$ cat src/rtl/key_conditioner.sv
// Multi-channel push-button conditioner: 2-flop synchronizer, debounce and
// per-channel auto-repeat, producing registered level, press and release outputs.
module key_conditioner #(
  parameter int          N          = 4,
  parameter int          DB_CYCLES  = 250000,
  parameter int          REP_DELAY  = 5000000,
  parameter int          REP_PERIOD = 1250000,
  parameter logic [N-1:0] REP_EN    = 4'b1110
) (
  input  logic         clk,
  input  logic         rst,
  input  logic [N-1:0] btn,
  output logic [N-1:0] level,
  output logic [N-1:0] press,
  output logic [N-1:0] release_pulse
);

  localparam int REP_MAX = (REP_DELAY > REP_PERIOD) ? REP_DELAY : REP_PERIOD;
  localparam int DB_W    = $clog2(DB_CYCLES + 1);
  localparam int REP_W   = $clog2(REP_MAX + 1);

  localparam logic [DB_W-1:0]  DB_LAST   = DB_W'(DB_CYCLES - 1);
  localparam logic [DB_W-1:0]  DB_ONE    = DB_W'(1);
  localparam logic [DB_W-1:0]  DB_ZERO   = {DB_W{1'b0}};
  localparam logic [REP_W-1:0] DLY_LAST  = REP_W'(REP_DELAY - 1);
  localparam logic [REP_W-1:0] PER_LAST  = REP_W'(REP_PERIOD - 1);
  localparam logic [REP_W-1:0] REP_ONE   = REP_W'(1);
  localparam logic [REP_W-1:0] REP_ZERO  = {REP_W{1'b0}};

  typedef enum logic [1:0] {
    ST_IDLE   = 2'd0,
    ST_DELAY  = 2'd1,
    ST_REPEAT = 2'd2
  } rep_state_e;

  for (genvar i = 0; i < N; i++) begin : g_ch
    localparam bit REP_ON = REP_EN[i];

    logic             sync1_r;
    logic             sync2_r;
    logic             level_r;
    logic             press_r;
    logic             release_r;
    logic [DB_W-1:0]  db_cnt_r;
    logic             diff_s;
    logic             db_done_s;
    logic             rise_s;
    logic             fall_s;
    logic             rep_fire_s;
    rep_state_e       state_r;
    rep_state_e       state_nxt_s;
    logic [REP_W-1:0] rep_cnt_r;
    logic [REP_W-1:0] rep_cnt_nxt_s;

    // Two-flop synchronizer for the raw button level
    always_ff @(posedge clk or negedge rst) begin
      if (!rst) begin
        sync1_r <= 1'b0;
        sync2_r <= 1'b0;
      end else begin
        sync1_r <= btn[i];
        sync2_r <= sync1_r;
      end
    end

    // Debounce qualification: accept a change on the DB_CYCLES-th differing cycle
    always_comb begin
      diff_s    = sync2_r ^ level_r;
      db_done_s = diff_s & (db_cnt_r == DB_LAST);
      rise_s    = db_done_s & sync2_r;
      fall_s    = db_done_s & ~sync2_r;
    end

    // Debounce counter and accepted level
    always_ff @(posedge clk or negedge rst) begin
      if (!rst) begin
        db_cnt_r <= DB_ZERO;
        level_r  <= 1'b0;
      end else if (!diff_s) begin
        db_cnt_r <= DB_ZERO;
      end else if (db_done_s) begin
        db_cnt_r <= DB_ZERO;
        level_r  <= sync2_r;
      end else if (db_cnt_r < DB_LAST) begin
        db_cnt_r <= db_cnt_r + DB_ONE;
      end else begin
        db_cnt_r <= db_cnt_r;
      end
    end

    // Repeat FSM state and counter register
    always_ff @(posedge clk or negedge rst) begin
      if (!rst) begin
        state_r   <= ST_IDLE;
        rep_cnt_r <= REP_ZERO;
      end else begin
        state_r   <= state_nxt_s;
        rep_cnt_r <= rep_cnt_nxt_s;
      end
    end

    // Repeat FSM next-state; a falling level always wins over a due repeat
    always_comb begin
      state_nxt_s   = state_r;
      rep_cnt_nxt_s = rep_cnt_r;
      case (state_r)
        ST_IDLE: begin
          if (rise_s && REP_ON) begin
            state_nxt_s   = ST_DELAY;
            rep_cnt_nxt_s = REP_ZERO;
          end else begin
            rep_cnt_nxt_s = REP_ZERO;
          end
        end
        ST_DELAY: begin
          if (fall_s) begin
            state_nxt_s   = ST_IDLE;
            rep_cnt_nxt_s = REP_ZERO;
          end else if (rep_cnt_r >= DLY_LAST) begin
            state_nxt_s   = ST_REPEAT;
            rep_cnt_nxt_s = REP_ZERO;
          end else begin
            rep_cnt_nxt_s = rep_cnt_r + REP_ONE;
          end
        end
        ST_REPEAT: begin
          if (fall_s) begin
            state_nxt_s   = ST_IDLE;
            rep_cnt_nxt_s = REP_ZERO;
          end else if (rep_cnt_r >= PER_LAST) begin
            rep_cnt_nxt_s = REP_ZERO;
          end else begin
            rep_cnt_nxt_s = rep_cnt_r + REP_ONE;
          end
        end
        default: begin
          state_nxt_s   = ST_IDLE;
          rep_cnt_nxt_s = REP_ZERO;
        end
      endcase
    end

    // Repeat FSM output: auto-repeat pulse request
    always_comb begin
      rep_fire_s = 1'b0;
      case (state_r)
        ST_DELAY:  rep_fire_s = ~fall_s & (rep_cnt_r >= DLY_LAST);
        ST_REPEAT: rep_fire_s = ~fall_s & (rep_cnt_r >= PER_LAST);
        default:   rep_fire_s = 1'b0;
      endcase
    end

    // Registered press and release pulses
    always_ff @(posedge clk or negedge rst) begin
      if (!rst) begin
        press_r   <= 1'b0;
        release_r <= 1'b0;
      end else begin
        press_r   <= rise_s | rep_fire_s;
        release_r <= fall_s;
      end
    end

    assign level[i]         = level_r;
    assign press[i]         = press_r;
    assign release_pulse[i] = release_r;
  end

endmodule

$ cat config.mk
export PLATFORM = sky130hd
export DESIGN_NAME = key_conditioner
export DESIGN_NICKNAME = d
export VERILOG_FILES = /design/src/rtl/key_conditioner.sv
export SDC_FILE = /design/constraint.sdc
export NUM_CORES = 1
export LEC_CHECK = 0
export CAP_MARGIN = 20
export CORE_MARGIN = 5
export CORE_UTILIZATION = 57
export CTS_BUF_LIST = sky130_fd_sc_hd__clkbuf_8 sky130_fd_sc_hd__clkbuf_16
export DETAILED_ROUTE_END_ITERATION = 7
export PLACE_DENSITY = 0.78
export SKIP_LAST_GASP = 1
export SLEW_MARGIN = 20
export SYNTH_ARGS = -nofsm -noshare
export SYNTH_HDL_FRONTEND = slang
export SYNTH_SLANG_ARGS = --single-unit
$ cat constraint.sdc
create_clock -name clk -period 2.2 [get_ports clk]
set_input_delay 0.44 -clock clk [delete_from_list [all_inputs] [get_ports clk]]
set_output_delay 0.44 -clock clk [all_outputs]
set_load 0.05 [all_outputs]
==> results.sh <==
export IMPL_root_buffer="clkbuf_16"
export IMPL_crit_fanout=5
export IMPL_p_leak_nw=4.41
export IMPL_yosysSeqAreaShare=0.470
export IMPL_cts_sinks=167
export IMPL_crit_type="flip-flop to flip-flop"
export IMPL_grt_max_degree=53
export IMPL_die_area_sq_um=18200
export IMPL_ys_flop_type="dfrtp_1"
export IMPL_setup_ws_ps=56.1
export IMPL_fin_total_pwr_mw=6.11
export IMPL_drv_slew=0
export IMPL_synth_cell_types=66
export IMPL_post_route_period_util=0.974
export IMPL_portBuffers=17
export IMPL_ys_warnings_count=0
export IMPL_num_rows=45
export IMPL_synth_edf_count=0
export IMPL_layout_nets=1052
export IMPL_ir_drop_uv=600
export IMPL_hold_viol_final=0
export IMPL_r2r_setup_slack_ps=60
export IMPL_clkLatencyLatePin_ps=430
export IMPL_r2r_start="g_ch[3].db_cnt_r[11]"
export IMPL_diodes=0
export IMPL_die_w_microns=135
export IMPL_min_delay_start="g_ch[2].sync1_r"
export IMPL_grt_pass1_vias=6708
export IMPL_drc=0
export IMPL_mostFrequentLayoutCells="dfrtp_1 (167), nor2_1 (150), buf_4 (82)"
export IMPL_mostFrequentLayoutCell="dfrtp_1"
export IMPL_p_per_area_nw_per_um2=582
export IMPL_grt_overflow=0
export IMPL_antenna_found_initial=0
export IMPL_maxCapViolations=0
export IMPL_firstDrtPassIters=5
export IMPL_async_flop_share=1.00
export IMPL_r2r_end="g_ch[3].db_cnt_r[13]"
export IMPL_slew_headroom=0.626
export IMPL_synthCells=951
export IMPL_track_usage=0.207
export IMPL_cts_max_level=4
export IMPL_fin_skew_ps=11.5
export IMPL_drt_total_wl_mm=18.1
export IMPL_path_clk_slew_ps=60
export IMPL_hpwl_mm=12.2
export IMPL_pre_cts_ws_ps=-261
export IMPL_clockBufferDepth=2
export IMPL_cts_tree="yes"
export IMPL_vias_per_cell=5.63
export IMPL_hp_class="flip-flop to flip-flop"
export IMPL_endpoint="g_ch[3].db_cnt_r[13]"
export IMPL_outcome="finished, final reports clean"
export IMPL_synth_nets=973
export IMPL_max_freq_mhz=466
export IMPL_setup_worst_path_start="g_ch[3].db_cnt_r[11]"
export IMPL_cts_buffers=17
export IMPL_pin_count=18
export IMPL_min_period_ps=2140
export IMPL_start_util=0.583
export IMPL_vias=7052
export IMPL_rsz0062_at_grt="true"
export IMPL_wire_per_inst_microns=14.4
export IMPL_crit_path_end_kind="flip-flop"
export IMPL_avgSynthCellArea_sq_um=9.35
export IMPL_setup_viol_count_final=0
export IMPL_hold_slack_ps=355
export IMPL_reg2regPathDepth=6
export IMPL_ys_ff_latch=167
export IMPL_syn_area_sq_um=8890
export IMPL_tightest_slew_ps=561
export IMPL_required_ps=2550
export IMPL_worstSetupStartpointType="flip-flop"
export IMPL_drive_above_1_share=0.149
export IMPL_drt_iter0_drc=508
export IMPL_syn_to_final_growth_pct=18.1
export IMPL_core_area_sq_um=15300
export IMPL_ant_nets=0
export IMPL_gp_congestion=0.891
export IMPL_die_h_microns=135
export IMPL_grt_pass1_wl_mm=31.1
export IMPL_crit_arrival_ps=2500
critical path, cell delays in order, from the launching register on:
cell	delay (ps)
dfrtp_1	380
or4_4	550
nor2_4	190
a21o_4	160
nand4_4	120
or4_1	520
a21oi_1	160
power by group:
group	total (mW)	switching (mW)	internal [mW]
Clock	2.83	1.19	1.64
Combinational	0.172	0.113	0.0592
Sequential	3.12	0.0199	3.10
cell usage after synthesis, types with 6 or more instances:
cell | n | area share
nor2_1 | 153 | 0.065
buf_4 | 13 | 0.011
ha_1 | 16 | 0.023
nand2_1 | 73 | 0.031
inv_1 | 26 | 0.011
and4_1 | 9 | 0.0089
or3_1 | 13 | 0.0091
clkbuf_1 | 19 | 0.0080
and3_1 | 27 | 0.019
nand4_1 | 41 | 0.029
xor2_1 | 58 | 0.057
dfrtp_1 | 167 | 0.47
nor2b_1 | 8 | 0.0056
nand3_1 | 51 | 0.029
a211o_1 | 7 | 0.0069
o31ai_1 | 6 | 0.0051
buf_2 | 8 | 0.0045
a21oi_1 | 21 | 0.012
nor4_1 | 18 | 0.013
xnor2_1 | 62 | 0.061
nor3_1 | 51 | 0.029
nor3b_1 | 6 | 0.0051
o21ai_0 | 16 | 0.0090
metal layers:
layer | GRT usage | routed length [microns] | up-vias
li1 | - | - | 3468
met1 | 0.284 | 8280 | 3401
met2 | 0.329 | 8770 | 160
met3 | 0.0469 | 752 | 23
met4 | 0.0628 | 263 | 0
met5 | 0 | 0 | -
registers in the layout, summed over array words and instances (netlist names):
signal	count
g_ch.db_cnt_r	72
g_ch.rep_cnt_r	69
g_ch.state_r	6
g_ch.level_r	4
g_ch.press_r	4
g_ch.release_r	4
g_ch.sync1_r	4
g_ch.sync2_r	4
final cells by class:
| type | count | area (sq um) |
|---|---|---|
| clock buffers | 20 | 467 |
| clock inverters | 11 | 100 |
| fillers | 1140 | 4760 |
| inverters | 26 | 97.6 |
| multi-input cells | 716 | 4560 |
| flip-flops and latches | 167 | 4180 |
| well taps | 211 | 264 |
| repair buffers | 102 | 837 |
worst min-delay path by stage:
stage	cells past startpoint	end
after CTS	0	g_ch[2].sync2_r
after detailed placement	0	g_ch[2].sync2_r
after floorplan	0	g_ch[0].db_cnt_r[0]
final	0	g_ch[2].sync2_r
after global routing	0	g_ch[3].sync2_r
after global placement	0	g_ch[2].sync2_r
per-stage QoR:
step                       util  TNS [ps]  area (sq um)  std cells
after floorplan               -         0          8890        951
after global placement    0.635     -3260          9690       1212
after detailed placement  0.635     -5430          9690       1212
after CTS                 0.676     -7.38         10300       1245
after global routing      0.688      -106         10500       1253
final                     0.688         0         10500       1253
cells by family after synthesis:
group	synth area share
xor gates and xnor gates	0.118
muxes	0.00605
AOI/OAI and AO/OA	0.0709
buffers and inverters	0.0374
and+or+nand+nor	0.275
adders and majority gates	0.0225
DFF	0.470
what timing repair did:
action,CTS,global route
hold buffers,1,0
endpoints found under the hold margin,47,0
cloned,0,1
resized for setup,8,24
pin swaps,3,8
setup buffers,1,7
setup endpoints to repair,57,74
Power figures use the tool's default switching activity.
